$ cat src/rtl/dp83848_link_poll.sv
// -----------------------------------------------------------------------------
// dp83848_link_poll
//
// MDIO station-management master. It periodically reads BMSR (register 0x01)
// of two DP83848 PHYs and publishes each PHY's link-status bit (BMSR[2]).
// Both link levels change together, in one clk, when a two-PHY round finishes.
//
// Ports
//   clk        : system clock
//   rst_n      : synchronous active-low reset
//   mdc        : management clock to both PHYs (clk / (2*MDC_DIV))
//   mdio_o     : MDIO output data
//   mdio_oe    : MDIO output enable (1 = drive mdio_o)
//   mdio_i     : MDIO input (pulled up externally, already synchronous to clk)
//   link1      : PHY 1 BMSR[2] from the last completed round
//   link2      : PHY 2 BMSR[2] from the last completed round
//   link_valid : one-clk pulse when link1/link2/mdio_err update
//   mdio_err   : bit0 = PHY 1 did not answer, bit1 = PHY 2 did not answer
// -----------------------------------------------------------------------------
module dp83848_link_poll #(
   parameter int unsigned MDC_DIV     = 25,
   parameter int unsigned POLL_CYCLES = 500000,
   parameter logic [4:0]  PHY1_ADDR   = 5'd1,
   parameter logic [4:0]  PHY2_ADDR   = 5'd2
) (
   input  logic       clk,
   input  logic       rst_n,
   output logic       mdc,
   output logic       mdio_o,
   output logic       mdio_oe,
   input  logic       mdio_i,
   output logic       link1,
   output logic       link2,
   output logic       link_valid,
   output logic [1:0] mdio_err
);

   localparam int unsigned DIV_W  = $clog2(MDC_DIV);
   localparam int unsigned POLL_W = $clog2(POLL_CYCLES + 1);
   localparam logic [DIV_W-1:0]  DIV_LAST  = DIV_W'(MDC_DIV - 1);
   localparam logic [POLL_W-1:0] POLL_LAST = POLL_W'(POLL_CYCLES - 1);

   typedef enum logic [2:0] {
      S_IDLE,
      S_PREAMBLE,
      S_HEADER,
      S_TA,
      S_DATA,
      S_NEXT,
      S_UPDATE
   } state_e;

   // Index of the last MDC period spent in each frame state.
   function automatic logic [4:0] period_last(input state_e s);
      case (s)
         S_PREAMBLE: return 5'd31;
         S_HEADER:   return 5'd13;
         S_TA:       return 5'd1;
         S_DATA:     return 5'd15;
         default:    return 5'd0;
      endcase
   endfunction

   state_e              state_q, state_d;
   logic [DIV_W-1:0]    div_q, div_d;
   logic                mdc_q, mdc_d;
   logic [4:0]          bit_q, bit_d;
   logic [POLL_W-1:0]   poll_q, poll_d;
   logic                phy_sel_q, phy_sel_d;
   logic                err_sel_q, err_sel_d;
   logic [15:0]         shift_q, shift_d;
   logic [1:0]          hold_link_q, hold_link_d;
   logic [1:0]          hold_err_q, hold_err_d;
   logic                mdio_o_q, mdio_o_d;
   logic                mdio_oe_q, mdio_oe_d;
   logic                link1_q, link1_d;
   logic                link2_q, link2_d;
   logic                link_valid_q, link_valid_d;
   logic [1:0]          mdio_err_q, mdio_err_d;

   // Divider terminal count; mdc toggles here. rise/fall name the mdc edge
   // that the registers will show after this clk.
   logic tick, rise, fall;
   assign tick = (div_q == DIV_LAST);
   assign rise = tick & ~mdc_q;
   assign fall = tick &  mdc_q;

   // ---------------------------------------------------------------------------
   // State register (reset is synchronous)
   // ---------------------------------------------------------------------------
   always_ff @(posedge clk) begin
      // NOTE: every flop uses <= so all registers update from the same
      // pre-edge values regardless of statement order.
      if (!rst_n) begin
         state_q      <= S_IDLE;
         div_q        <= '0;
         mdc_q        <= 1'b0;
         bit_q        <= '0;
         poll_q       <= '0;
         phy_sel_q    <= 1'b0;
         err_sel_q    <= 1'b0;
         shift_q      <= '0;
         hold_link_q  <= '0;
         hold_err_q   <= '0;
         mdio_o_q     <= 1'b1;
         mdio_oe_q    <= 1'b0;
         link1_q      <= 1'b0;
         link2_q      <= 1'b0;
         link_valid_q <= 1'b0;
         mdio_err_q   <= '0;
      end else begin
         state_q      <= state_d;
         div_q        <= div_d;
         mdc_q        <= mdc_d;
         bit_q        <= bit_d;
         poll_q       <= poll_d;
         phy_sel_q    <= phy_sel_d;
         err_sel_q    <= err_sel_d;
         shift_q      <= shift_d;
         hold_link_q  <= hold_link_d;
         hold_err_q   <= hold_err_d;
         mdio_o_q     <= mdio_o_d;
         mdio_oe_q    <= mdio_oe_d;
         link1_q      <= link1_d;
         link2_q      <= link2_d;
         link_valid_q <= link_valid_d;
         mdio_err_q   <= mdio_err_d;
      end
   end

   // ---------------------------------------------------------------------------
   // Next-state logic: sequencing, MDC divider, sampling and result capture
   // ---------------------------------------------------------------------------
   always_comb begin
      // NOTE: every variable gets a default first so no path infers a latch.
      state_d     = state_q;
      div_d       = div_q;
      mdc_d       = mdc_q;
      bit_d       = bit_q;
      poll_d      = poll_q;
      phy_sel_d   = phy_sel_q;
      err_sel_d   = err_sel_q;
      shift_d     = shift_q;
      hold_link_d = hold_link_q;
      hold_err_d  = hold_err_q;

      case (state_q)
         S_IDLE: begin
            mdc_d = 1'b0;
            div_d = '0;
            bit_d = '0;
            if (poll_q == POLL_LAST) begin
               poll_d    = '0;
               phy_sel_d = 1'b0;
               err_sel_d = 1'b0;
               state_d   = S_PREAMBLE;
            end else begin
               poll_d = poll_q + 1'b1;
            end
         end

         S_UPDATE: begin
            div_d   = '0;
            poll_d  = '0;
            state_d = S_IDLE;
         end

         default: begin
            // Frame states: free-running divider, mdc toggles on terminal count.
            div_d = tick ? '0 : div_q + 1'b1;
            if (tick) mdc_d = ~mdc_q;

            // The PHY launches each bit after an MDC rising edge; it is taken
            // on the following rising edge.
            if (rise) begin
               if (state_q == S_TA && bit_q == 5'd1) err_sel_d = mdio_i;
               if (state_q == S_DATA)                shift_d   = {shift_q[14:0], mdio_i};
            end

            // Periods end on the mdc falling edge.
            if (fall) begin
               if (bit_q == period_last(state_q)) begin
                  bit_d = '0;
                  case (state_q)
                     S_PREAMBLE: state_d = S_HEADER;
                     S_HEADER:   state_d = S_TA;
                     S_TA:       state_d = S_DATA;
                     S_DATA:     state_d = S_NEXT;
                     default: begin
                        // End of NEXT: park this PHY's result until UPDATE.
                        hold_link_d[phy_sel_q] = shift_q[2] & ~err_sel_q;
                        hold_err_d[phy_sel_q]  = err_sel_q;
                        if (!phy_sel_q) begin
                           phy_sel_d = 1'b1;
                           err_sel_d = 1'b0;
                           state_d   = S_PREAMBLE;
                        end else begin
                           state_d = S_UPDATE;
                        end
                     end
                  endcase
               end else begin
                  bit_d = bit_q + 1'b1;
               end
            end
         end
      endcase
   end

   // ---------------------------------------------------------------------------
   // Output logic. MDIO drive follows the next state, which only moves on an
   // mdc falling edge or at frame start, so data is stable across every rise.
   // ---------------------------------------------------------------------------
   logic [13:0] hdr;

   always_comb begin
      hdr = {4'b0110, (phy_sel_d ? PHY2_ADDR : PHY1_ADDR), 5'b00001};

      mdio_oe_d = (state_d == S_PREAMBLE) || (state_d == S_HEADER);
      mdio_o_d  = 1'b1;
      if (state_d == S_HEADER) mdio_o_d = hdr[4'd13 - bit_d[3:0]];

      link_valid_d = (state_q == S_UPDATE);
      link1_d      = link1_q;
      link2_d      = link2_q;
      mdio_err_d   = mdio_err_q;
      if (state_q == S_UPDATE) begin
         link1_d    = hold_link_q[0];
         link2_d    = hold_link_q[1];
         mdio_err_d = hold_err_q;
      end
   end

   assign mdc        = mdc_q;
   assign mdio_o     = mdio_o_q;
   assign mdio_oe    = mdio_oe_q;
   assign link1      = link1_q;
   assign link2      = link2_q;
   assign link_valid = link_valid_q;
   assign mdio_err   = mdio_err_q;

endmodule
$ cat config.mk
export PLATFORM = sky130hd
export DESIGN_NAME = dp83848_link_poll
export DESIGN_NICKNAME = d
export VERILOG_FILES = /design/src/rtl/dp83848_link_poll.sv
export SDC_FILE = /design/constraint.sdc
export NUM_CORES = 1
export LEC_CHECK = 0
export CAP_MARGIN = 20
export CORE_MARGIN = 2
export CORE_UTILIZATION = 45
export CTS_BUF_LIST = sky130_fd_sc_hd__clkbuf_4
export CTS_CLUSTER_SIZE = 10
export DETAILED_ROUTE_END_ITERATION = 8
export GPL_ROUTABILITY_DRIVEN = 0
export HOLD_SLACK_MARGIN = 0.03
export PLACE_DENSITY_LB_ADDON = 0.08
export SYNTH_ARGS = -nofsm -noshare
export SYNTH_HDL_FRONTEND = slang
export SYNTH_SLANG_ARGS = --single-unit
$ cat constraint.sdc
create_clock -name clk -period 2.72 [get_ports clk]
set_input_delay 0.272 -clock clk [delete_from_list [all_inputs] [get_ports clk]]
set_output_delay 0.272 -clock clk [all_outputs]
set_load 0.005 [all_outputs]
## Word level (Yosys, flattened, before mapping)

Index checks and enable logic that the tools add are counted.

| word-level totals | value |
|---|---|
| word-level logic and storage cells | 97 |
| flip-flop bits (word level) | 49 |
| output and inout port bits | 8 |

| cells by class | value |
|---|---|
| eq/ne operators | 12 |
| reductions and logical operators | 16 |
| bitwise gates (word level) | 9 |
| muxes and demuxes | 36 |
| add/subtract/negate cells | 4 |
| $lt $le $gt $ge | 3 |

Operators by type and width:

| cell | count |
|---|---|
| 19-bit one-hot mux with 2 select lines | 1 |
| 5-bit 2-to-1 mux | 4 |
| 5-bit one-hot mux with 4 select lines | 1 |
| 19-bit by 1-bit adder with 19-bit output, second input constant | 1 |
| 19-bit == test, second input constant | 1 |
| 19-bit 2-to-1 mux | 1 |
| 1-bit 2-to-1 mux | 14 |
| 3-bit 2-to-1 mux | 4 |
| 3-bit one-hot mux with 4 select lines | 1 |
| 5-bit by 1-bit adder with 5-bit output, second input constant | 2 |
| 5-bit one-hot mux with 2 select lines | 1 |
| 3-bit by 2-bit == test with 1-bit output, second input constant | 3 |
| 2-bit AND reduction | 4 |
| 4-bit OR reduction | 2 |
| 3-bit by 1-bit == test with 1-bit output, second input constant | 2 |
| 3-bit == test, second input constant | 2 |
| 1-bit inverter | 6 |
| 1-bit one-hot mux with 2 select lines | 3 |
| 3-bit one-hot mux with 2 select lines | 1 |
| 2-bit nonzero test | 3 |
| 5-bit by 1-bit == test with 1-bit output, second input constant | 1 |
| 5-bit == test | 1 |
| 5-bit == test, second input constant | 1 |
| 4-bit by 5-bit less-than comparator with 1-bit output, second input constant | 1 |
| other kinds (15) | 19 |

## Longest topological paths before layout

| depth | value |
|---|---|
| word-level depth | 11 |
| gate-level depth with buffers | 13 |
| depth with buffers taken out | 12 |

## Worst setup path after synthesis

Ideal clock, no wire load.

| timing path | value |
|---|---|
| kind | register to register |
| start point | reg state_q[1] |
| end point | reg mdio_o_q, in the netlist mdio_o |
| cell stages (with the launch flop) | 14 |
| arrival time | 2.550 ns |
| slack | 0.042 ns |
| period minus slack after synthesis | 2.678 ns |
| setup time | 0.128 ns |
| cells stage by stage | dfxtp_1 -> buf_6 -> or3_4 -> a2111oi_2 -> a211o_2 -> a21oi_1 -> o21ai_0 -> a21oi_1 -> a21o_1 -> ha_1 -> xor2_1 -> nor4b_1 -> nor4_1 -> nand3_1 |

| between the ends | value |
|---|---|
| word-level cells in the longest chain between the ends | 11 |
| elaborated cells between the ends (all ways) | 29 |
| those cells by class | add/sub (1); eq/ne (7); mux (18); reduce/logical (3) |

RTL lines:

| item | RTL line | RTL |
|---|---|---|
| start, declared | 64 | `state_e state_q, state_d;` |
| start signal, assigned | 112 | `state_q <= state_d;` |
| 3-bit == test, or another cell as far along | 55 | `case (s)` |
| 5-bit one-hot mux with 4 select lines | 55 |  |
| 5-bit 2-to-1 mux | 181 | `if (fall) begin` |
| 5-bit 2-to-1 mux | 147 | `case (state_q)` |
| 5-bit == test | 182 | `if (bit_q == period_last(state_q)) begin` |
| 5-bit 2-to-1 mux | 182 |  |
| 5-bit 2-to-1 mux | 181 |  |
| 5-bit one-hot mux with 2 select lines * | 147 |  |
| net bit_d[2] | 67 | `logic [4:0] bit_q, bit_d;` |
| 4-bit subtractor * | 221 | `if (state_d == S_HEADER) mdio_o_d = hdr[4'd13 - bit_d[3:0]];` |
| 1-bit binary-select mux with 4-bit select * | 221 |  |
| 1-bit 2-to-1 mux (implied by the code) * | 221 |  |
| end signal, assigned | 122 | `mdio_o_q <= mdio_o_d;` |
| end, declared | 74 | `logic mdio_o_q, mdio_o_d;` |

Mark *: on every way through the listed nets, which the timed path passes. The rest lies on a longest branch. The select of a mux whose other input is x is not followed.
A chain may end at the register's enable or synchronous reset.

## Worst setup path in the final report

Same ends and word-level chain as after synthesis.

==> flow_summary.yaml <==
status:
  outcome: "complete, no violations"
floorplan:
  start_util_pct: 46.0
  die_y_um: 81.3
  dieArea_um2: 6620
  io_pins: 11
  coreArea_um2: 5850
  placement_rows: 28
  fp.dieW_um: 81.3
power_and_ir_drop:
  p_seq_share_pct: 65.2
  power_density_nw_per_um2: 351
  clockPowerShare_pct: 32.3
  p_int_mw: 0.853
  power_switching_share_pct: 23.4
  p_sw_mw: 0.260
  combinationalPowerShare_pct: 2.4
  peakVddDrop_v: 0.000190
  p_leak_nw: 1.20
synthesis:
  ys_seq_area_share_pct: 36.4
  ys_types: 57
  synth_fp_nets: 351
  synth_enable_flop_cells: 0
  yosys_warnings: 0
  synth.largest_area_cell: "dfxtp_1"
  yosysMostFrequentCell: "dfxtp_1"
  synthTopCellsByCount: "49 x dfxtp_1, 43 x nor2_1, 36 x nand2_1"
  syn_inst: 342
  syn_area_per_cell_um2: 7.87
  yosysTopAreaCellShare_pct: 36.4
  synth_ff_type: "dfxtp_1"
  synth_area_leaders: "dfxtp_1 36%, nor2_1 6.0%, a21oi_1 5.8%, nand2_1 5.0%, nand3_1 3.5%"
  syn_area_um2: 2690
  synth-async-reset-ratio_pct: 0
  ys_seq_elements: 49
timing:
  max_freq_ghz: 0.375
  rsz0062_at_grt: "true"
  worst_pin_slew_ns: 0.642
  min_period_over_period_pct: 97.9
  relSlewSlack_pct: 57.2
  finClkSkew_ns: 0.00958
  drv_slew: 0
  setup_viol: 0
  timing.hold.ws_ns: 0.464
  hold_viol: 0
  min_period_ns: 2.66
routing:
  viasPerCell: 5.65
  wl_per_cell_um: 14.6
  drtPass1Iterations: 4
  via_count: 2521
  drt_iter0_drc: 96
  finalWirelength_um: 6520
  ant_nets: 0
  drc: 0
worst_setup_path:
  crit_type: "register to register"
  worst_setup_path_end_kind: "register"
  cp.arrival_ns: 2.91
  cp_max_fo: 11
  cp.required_ns: 2.97
  cp-start-kind: "register"
final_layout:
  nNetsFinal: 379
  nFillCells: 552
  drive_gt1_share_pct: 17.0
  num_antenna_cells: 0
  final_cells: 446
  syn2layout_area_growth_pct: 17.7
clocking:
  htree_num_levels: 2
  clk_pin_slew_ns: 0.15
  clk_latency_ns: 0.36
  cts-buffers-inserted: 5
  clock_sinks: 49
  cts_tree: "built"
  cts_hold_buf: 0
  clk_path_buf_depth: 2
  cts-root-buf: "clkbuf_4"
place:
  dp_cells: 430
  numPortBuffers: 10
  post-dp-hpwl_um: 4380
global_routing:
  grt_pass1_wl_um: 10800
  track_usage_pct: 20.7
  grt_max_degree: 23
  gr-total-overflow: 0
  first_global_vias: 2279
  antenna_found_initial: 0
flow_run:
  drv_cap: 0
worst_hold_path:
  min-delay-path-class: "register to register"
## flip-flops by register name, summed over array words and instances (netlist names)
register,count
state_q,3
shift_q,3
mdio_err,2
link2,1
phy_sel_q,1
link_valid,1
poll_q,19
div_q,5
hold_err_q,2
mdio_o,1
mdio_oe,1
link1,1
bit_q,5
err_sel_q,1
hold_link_q,2
mdc,1
## what timing repair did
item,CTS,global route
pin swaps,6,9
setup endpoints to repair,1,1
setup buffers,5,3
resized for setup,10,9
## critical path: stages, from the launching register on
cell and delay, ns:
dfxtp_2 0.35, buf_6 0.14, xor2_1 0.16, a32o_2 0.25, a211o_4 0.36, a21oi_2 0.12
o21ai_1 0.06, a21oi_1 0.15, a21o_1 0.12, ha_2 0.20, xor2_2 0.21, nor4b_2 0.09
nor4_2 0.23, nand3_1 0.10
## layout make-up
class                   instances  area (um^2)  area share, %
clock buffers                   7         52.6           1.66
repair buffers                 43          355           11.2
clock inverters                 1         7.51          0.237
well taps                      75         93.8           2.96
multi-input cells             263         1640           51.8
inverters                       8         30.0          0.948
flip-flops and latches         49          987           31.2
## per-layer routing
| metal | up-vias | GRT usage [%] | wire length (um) |
|---|---|---|---|
| met1 | 1172 | 28.4 | 3160 |
| met5 | - | 0 | 0 |
| met3 | 11 | 3.67 | 172 |
| met2 | 40 | 33.4 | 3100 |
| met4 | 0 | 5.93 | 97 |
| li1 | 1298 | - | - |
## cells in the final DEF (no fill, tap or decap), drive strengths merged, types with 5 or more instances in the layout
cell type | netlist | routed
and2 | 6 | 6
buf | 7 | 33
nor2b | 6 | 6
o21ai | 17 | 17
inv | 6 | 6
ha | 6 | 6
a311oi | 5 | 5
nor3 | 11 | 11
nor2 | 43 | 43
clkdlybuf4s50 | 0 | 10
a21oi | 31 | 31
and3 | 7 | 7
mux2i | 7 | 7
nand3 | 19 | 19
clkbuf | 15 | 7
dfxtp | 49 | 49
nor4 | 7 | 7
nand2 | 37 | 37
## power groups by stage
stage	Combinational [mW]	Sequential (mW)	Clock [mW]
2_1_floorplan	0.0165	0.741	0
3_3_place_gp	0.0272	0.742	0
3_5_place_dp	0.0270	0.743	0
4_1_cts	0.0272	0.726	0.378
5_1_grt	0.0304	0.727	0.401
6_report	0.0271	0.726	0.360
## final timing paths
path / startpoint / end / slack [ns] / cells past startpoint
setup / recovery: state_q[1]$_SDFF_PN0_ / mdio_o$_SDFF_PN1_ / 0.06 / 13
setup reg to reg: state_q[1]$_SDFF_PN0_ / mdio_o$_SDFF_PN1_ / 0.06 / 13
hold / removal: hold_link_q[1]$_SDFFE_PN0P_ / link2$_SDFFE_PN0P_ / 0.46 / 2
hold reg to reg: hold_link_q[1]$_SDFFE_PN0P_ / link2$_SDFFE_PN0P_ / 0.46 / 2
## stage by stage
step	utilization (%)	setup TNS, ns	setup WS [ns]	instance area [um^2]	total power, mW
finish	54.1	0	0.0567	3170	1.11
CTS	53.1	0	0.00383	3110	1.13
floorplan	-	0	0.0416	2690	0.758
detailed placement	50.8	-0.0827	-0.0827	2970	0.770
global placement	50.8	0	0.0353	2970	0.770
global route	54.1	-0.100	-0.100	3170	1.16
## kinds of logic after synthesis
group           Yosys count  synth area share [%]
xor+xnor                  6                  1.95
fa+ha+maj                 6                  2.79
compound gates           82                  20.4
simple gates            162                  31.0
mux                       7                  2.60
flops                    49                  36.4
buf+inv                  30                  4.88
(Power assumes the default switching activity.)
